$ cat src/rtl/fifo_rd_stream_if.sv
// Bundles the FIFO read port and the outgoing valid/ready stream of fifo_rd_stream.
// The master modport is the adapter. The slave modport is the FIFO plus the consumer.
interface fifo_rd_stream_if #(
    parameter int unsigned DATA_WIDTH = 8
);
    logic                  fifo_rd_en;
    logic [DATA_WIDTH-1:0] fifo_rd_data;
    logic                  fifo_empty;
    logic                  m_valid;
    logic [DATA_WIDTH-1:0] m_data;
    logic                  m_ready;

    modport master (
        output fifo_rd_en,
        input  fifo_rd_data,
        input  fifo_empty,
        output m_valid,
        output m_data,
        input  m_ready
    );

    modport slave (
        input  fifo_rd_en,
        output fifo_rd_data,
        output fifo_empty,
        input  m_valid,
        input  m_data,
        output m_ready
    );
endinterface

$ cat src/rtl/fifo_rd_stream.sv
// Drains a synchronous FIFO with one-cycle read latency into a valid/ready stream.
// A 2-entry skid buffer sustains one word per clock. The block also counts delivered words.
module fifo_rd_stream #(
    parameter int unsigned DATA_WIDTH = 8,
    parameter int unsigned CNT_WIDTH  = 16
) (
    input  logic                 i_clk,
    input  logic                 i_rst,
    input  logic                 i_enable,
    fifo_rd_stream_if.master     bus,
    output logic                 o_busy,
    output logic [CNT_WIDTH-1:0] o_word_cnt
);

    typedef enum logic [1:0] {StIdle, StRun, StStop} state_e;

    state_e                r_state;
    state_e                w_state_next;
    logic [1:0]            r_occ;
    logic [1:0]            w_occ_next;
    logic                  r_inflight;
    logic                  r_head;
    logic [DATA_WIDTH-1:0] r_buf [2];
    logic [CNT_WIDTH-1:0]  r_word_cnt;
    logic                  w_pop;
    logic                  w_rd_en;
    logic [2:0]            w_level;
    logic                  w_tail;

    assign w_pop   = (r_occ != 2'd0) && bus.m_ready;
    // Buffer level one edge ahead: with it, a read is issued only if its data will fit.
    assign w_level = {1'b0, r_occ} + {2'b00, r_inflight} - {2'b00, w_pop};
    // The level is at most 1 whenever data is captured, so head + occ (mod 2) is the free slot.
    assign w_tail  = r_head ^ r_occ[0];

    always_comb begin
        w_state_next = r_state;
        w_rd_en      = 1'b0;
        unique case (r_state)
            StIdle: begin
                if (i_enable) w_state_next = StRun;
            end
            StRun: begin
                w_rd_en = !bus.fifo_empty && (w_level <= 3'd1);
                if (!i_enable) w_state_next = StStop;
            end
            StStop: begin
                if (i_enable) begin
                    w_state_next = StRun;
                end else if ((r_occ == 2'd0) && !r_inflight) begin
                    w_state_next = StIdle;
                end
            end
            default: w_state_next = StIdle;
        endcase
    end

    always_comb begin
        w_occ_next = r_occ;
        unique case ({r_inflight, w_pop})
            2'b10:   w_occ_next = r_occ + 2'd1;
            2'b01:   w_occ_next = r_occ - 2'd1;
            default: w_occ_next = r_occ;
        endcase
    end

    always_ff @(posedge i_clk) begin
        if (i_rst) begin
            r_state <= StIdle;
        end else begin
            r_state <= w_state_next;
        end
    end

    always_ff @(posedge i_clk) begin
        if (i_rst) begin
            r_occ      <= 2'd0;
            r_inflight <= 1'b0;
            r_head     <= 1'b0;
            r_buf[0]   <= '0;
            r_buf[1]   <= '0;
            r_word_cnt <= '0;
        end else begin
            r_occ      <= w_occ_next;
            r_inflight <= w_rd_en;
            if (w_pop) begin
                r_head     <= ~r_head;
                r_word_cnt <= r_word_cnt + CNT_WIDTH'(1);
            end
            if (r_inflight) begin
                r_buf[w_tail] <= bus.fifo_rd_data;
            end
        end
    end

    assign bus.fifo_rd_en = w_rd_en;
    assign bus.m_valid    = (r_occ != 2'd0);
    assign bus.m_data     = r_buf[r_head];
    assign o_busy         = (r_state != StIdle);
    assign o_word_cnt     = r_word_cnt;

endmodule

$ cat src/flat_wrapper.sv
// flat-port wrapper written by rule: the top's interface ports become plain ports
module fifo_rd_stream_flat 
#(
    parameter int unsigned DATA_WIDTH = 8,
    parameter int unsigned CNT_WIDTH  = 16
)
  (i_clk, i_rst, i_enable, o_busy, o_word_cnt, bus_fifo_rd_en, bus_fifo_rd_data, bus_fifo_empty, bus_m_valid, bus_m_data, bus_m_ready);
  fifo_rd_stream_if #(.DATA_WIDTH(DATA_WIDTH)) bus_i ();
  input  logic i_clk;
  input  logic i_rst;
  input  logic i_enable;
  output logic o_busy;
  output logic [CNT_WIDTH-1:0] o_word_cnt;
  output wire logic [$bits(bus_i.fifo_rd_en)-1:0] bus_fifo_rd_en;
  input wire logic [$bits(bus_i.fifo_rd_data)-1:0] bus_fifo_rd_data;
  input wire logic [$bits(bus_i.fifo_empty)-1:0] bus_fifo_empty;
  output wire logic [$bits(bus_i.m_valid)-1:0] bus_m_valid;
  output wire logic [$bits(bus_i.m_data)-1:0] bus_m_data;
  input wire logic [$bits(bus_i.m_ready)-1:0] bus_m_ready;
  assign bus_fifo_rd_en = bus_i.fifo_rd_en;
  assign bus_i.fifo_rd_data = bus_fifo_rd_data;
  assign bus_i.fifo_empty = bus_fifo_empty;
  assign bus_m_valid = bus_i.m_valid;
  assign bus_m_data = bus_i.m_data;
  assign bus_i.m_ready = bus_m_ready;
  fifo_rd_stream #(.DATA_WIDTH(DATA_WIDTH), .CNT_WIDTH(CNT_WIDTH)) u_core (.i_clk(i_clk), .i_rst(i_rst), .i_enable(i_enable), .bus(bus_i), .o_busy(o_busy), .o_word_cnt(o_word_cnt));
endmodule
$ cat config.mk
export PLATFORM = sky130hd
export DESIGN_NAME = fifo_rd_stream_flat
export DESIGN_NICKNAME = d
export VERILOG_FILES = /design/src/rtl/fifo_rd_stream_if.sv /design/src/rtl/fifo_rd_stream.sv /design/src/flat_wrapper.sv
export SDC_FILE = /design/constraint.sdc
export NUM_CORES = 1
export LEC_CHECK = 0
export CORE_UTILIZATION = 30
export CTS_CLUSTER_DIAMETER = 60
export DETAILED_ROUTE_END_ITERATION = 12
export GPL_ROUTABILITY_DRIVEN = 0
export PLACE_DENSITY = 0.54
export SLEW_MARGIN = 20
export SYNTH_ARGS = -nofsm -noshare
export SYNTH_HDL_FRONTEND = slang
export SYNTH_SLANG_ARGS = --single-unit
export TNS_END_PERCENT = 1
$ cat constraint.sdc
create_clock -name i_clk -period 3.3 [get_ports i_clk]
set_clock_uncertainty 0.15 [all_clocks]
set_input_delay 0.66 -clock i_clk [delete_from_list [all_inputs] [get_ports i_clk]]
set_output_delay 0.66 -clock i_clk [all_outputs]
set_load 0.02 [all_outputs]
==> key figures, run 1 <==
Final layout
  – Layout fillers: around 570
  – Post-layout util: 0.423
  – Fraction of layout cells with a size suffix above 1: 0.164
  – Cell area after layout: ~2400 um^2
  – Area delta synth->final: 34.3%
  – Nets: 228
  – Most common cell after layout, fill and taps aside: clkdlybuf4s50_1
  – Most frequent cells in the layout: clkdlybuf4s50_1, dfxtp_1, and2_1, edfxtp_1, nor2_1
  – ANT cells: 0
  – Final std cells w/o fill: ~290

Detailed routing
  – Remaining DRCs: 0
  – Final WL: approximately 3400 um
  – Pre-Repair DR Iteration Count: 4
  – Via density: approximately 4.5
  – DR vias: ~1300
  – Drt wl/cell: between 10 and 15 um
  – Starting DRC count in detailed routing: 55
  – Routed Antenna Nets: 0

Synthesis
  – Yosys cell types: 34
  – Yosys warnings: 0
  – Number of flops mapped to enable cells by yosys: 16
  – Net count after synthesis: between 150 and 200
  – Seq/Total Area, Yosys: 0.533
  – Synth Register Bits: 39
  – Syn Area/Cell: 10.8 um^2
  – Syn Inst Count: around 160
  – Mapped Area: 1770 um^2
  – FFs w/ async S/R, synth: 0
  – Top FF cell, synth: dfxtp_1

STA
  – Final setup viols: 0
  – Fin crit period: between 3000 and 4000 ps
  – Max Freq: 315 MHz
  – Fin crit share: 0.962
  – Hold Vio Cnt, Final: 0
  – Final WS setup: 124 ps
  – RSZ-0062 raised after global routing: false
  – Relative slew margins: 0.658
  – Fin. max-slew vios: 0
  – Final hold slack: 326 ps
  – Slew @ Worst Pin: about 510 ps

Placement
  – Setup slack at placement: -651 ps
  – PortBufs: 39
  – Placed inst area: 2270 um^2
  – Placed cell count: roughly 280
  – DP HPWL: 2300 um

Hold path
  – Hold Crit Start: u_core.r_state[1]
  – Hold Path Class: reg -> reg

CTS
  – CTS tree: built
  – H-tree Lvls: 2
  – CTS root buf: clkbuf_8
  – Clock Tree Buf Depth: 2
  – Hold_buf cts: 0
  – Clock sink total: 39
  – Clk Latency, worst-skew pair: 290 ps
  – CTS Buf Count: 5
  – Worst-path clk slew: approximately 70 ps

Setup path
  – CP max FO: 3
  – CP endpoint kind: primary output
  – WP data required: ~2500 ps
  – WP buf/inv: 3
  – CP arrival: between 2000 and 2500 ps
  – Reg2Reg Launch Point: u_core.r_occ[0]
  – CP startpoint kind: primary input
  – CP top delay family: adder cells
  – Slowest stage cell, crit path: fa_1
  – Max incr delay on CP: roughly 370 ps
  – Crit-path cells: dlygate4sd2_1 > nand2_1 > mux2i_2 > ha_2 > inv_1 > fa_1 > xor2_1 > nor4b_2 > buf_4
  – WS Path Type: in -> out
  – Worst Setup SP: bus_m_ready

Power and ir drop
  – Maximum VDD drop: around 0.00017 V
  – P per Cell Area: around 380 nW/um^2
  – P_leak: 0.876 nW

Global routing
  – Largest net degree at the start of global routing: 26
  – Initial antenna violation count: 0
  – Grt total ovfl: 0
  – GRT Util Overall: 0.120
  – Number of global-route vias before repair: around 1200
  – Global-route wire length before repair: between 5000 and 6000 um

Floorplan
  – Core area: about 5600 um^2
  – Die Area: slightly above 6000 um^2
  – Die Wd: between 70 and 80 um
  – Die H: approximately 79 um
  – IO Count: 40
  – FP Rows: 27
  – Initial Utilization: 0.315

Status
  – Outcome: complete, no violations

Flow run
  – Max_cap viols: 0
timing repair:
item | CTS | global route
pin swaps | 1 | 1
gates resized for setup | 8 | 2
setup endpoints to repair | 1 | 1
endpoints found under the hold margin | 0 | 0
setup buffers | 0 | 1
flip-flops by register name, summed over array words and instances (netlist names), named ones only:
signal / cells
u_core.r_state: 2
u_core.r_occ: 2
u_core.r_head: 1
u_core.r_buf: 16
u_core.o_word_cnt: 16
u_core.r_inflight: 1
cell type report:
class / instances / area (um^2) / share of cell area
flip-flops and latches: 39 / 941 / 0.396
multi-input cells: 114 / 796 / 0.335
repair buffers: 46 / 439 / 0.185
well taps: 72 / 90.1 / 0.0380
clock buffers: 6 / 72.6 / 0.0306
inverters: 6 / 22.5 / 0.00949
clock inverters: 2 / 12.5 / 0.00527
worst paths after layout:
kind	slack [ps]	to	cells after the start
worst max register to register	1280	u_core.r_inflight	8
worst max-delay path	120	bus_fifo_rd_en	9
worst min register to register	330	u_core.r_state[0]	1
worst min-delay path	330	u_core.r_state[0]	1
metal layers:
| layer | routed length [um] | part of all wire | up-vias | track usage |
|---|---|---|---|---|
| li1 | - | - | 668 | - |
| met1 | 1640 | 0.48 | 582 | 0.147 |
| met2 | 1550 | 0.45 | 31 | 0.196 |
| met3 | 183 | 0.053 | 7 | 0.0345 |
| met4 | 55 | 0.016 | 0 | 0.0500 |
| met5 | 0 | 0 | - | 0 |
cell families (layout without fill, tap and decap cells):
group	Yosys count	count (layout)	synth area share
AO/OA/AOI/OAI	20	20	0.0694
XOR/XNOR	13	13	0.0644
adder cells (fa/ha/maj)	3	3	0.0255
buffers and inverters	11	60	0.0241
flip-flops	39	39	0.533
multiplexers	10	10	0.0623
AND/OR/NAND/NOR	68	68	0.222
metrics by stage:
step | setup TNS, ps | power (mW)
6_report | 0 | 0.891
5_1_grt | 0 | 0.932
4_1_cts | 0 | 0.907
3_5_place_dp | -651 | 0.594
3_3_place_gp | -592 | 0.595
2_1_floorplan | 0 | 0.556
synth_stat cells (2+ instances only):
cell type	number	share of area
xnor2_1	5	0.025
dfxtp_1	23	0.26
mux2_2	8	0.051
xor2_1	8	0.040
clkbuf_1	4	0.0085
edfxtp_1	16	0.27
nor4b_1	2	0.0099
a211oi_1	2	0.0085
nand3_1	3	0.0085
nand2b_1	2	0.0071
nor2b_1	3	0.011
nand4_1	3	0.011
and4_1	2	0.0099
and2_1	16	0.057
a21oi_1	7	0.020
mux2i_1	2	0.011
ha_1	2	0.014
or3_1	5	0.018
o21ai_0	8	0.023
inv_1	6	0.013
nor2_1	15	0.032
or2_2	4	0.014
nand2_1	7	0.015
report_power, final:
part	internal [mW]	switching, mW
combinational	0.0361	0.0317
clock	0.148	0.161
sequential	0.511	0.00460
No activity file was read; power rests on OpenSTA's default activity.
==> inputs of run 2 (changes only) <==
--- a/config.mk
+++ b/config.mk
@@ -8,7 +8,6 @@
 export CORE_UTILIZATION = 30
 export CTS_CLUSTER_DIAMETER = 60
 export DETAILED_ROUTE_END_ITERATION = 12
-export GPL_ROUTABILITY_DRIVEN = 0
 export PLACE_DENSITY = 0.54
 export SLEW_MARGIN = 20
 export SYNTH_ARGS = -nofsm -noshare
==> results of run 2 <==
No change in the layout: final DEF, timing and power equal those of run 1.
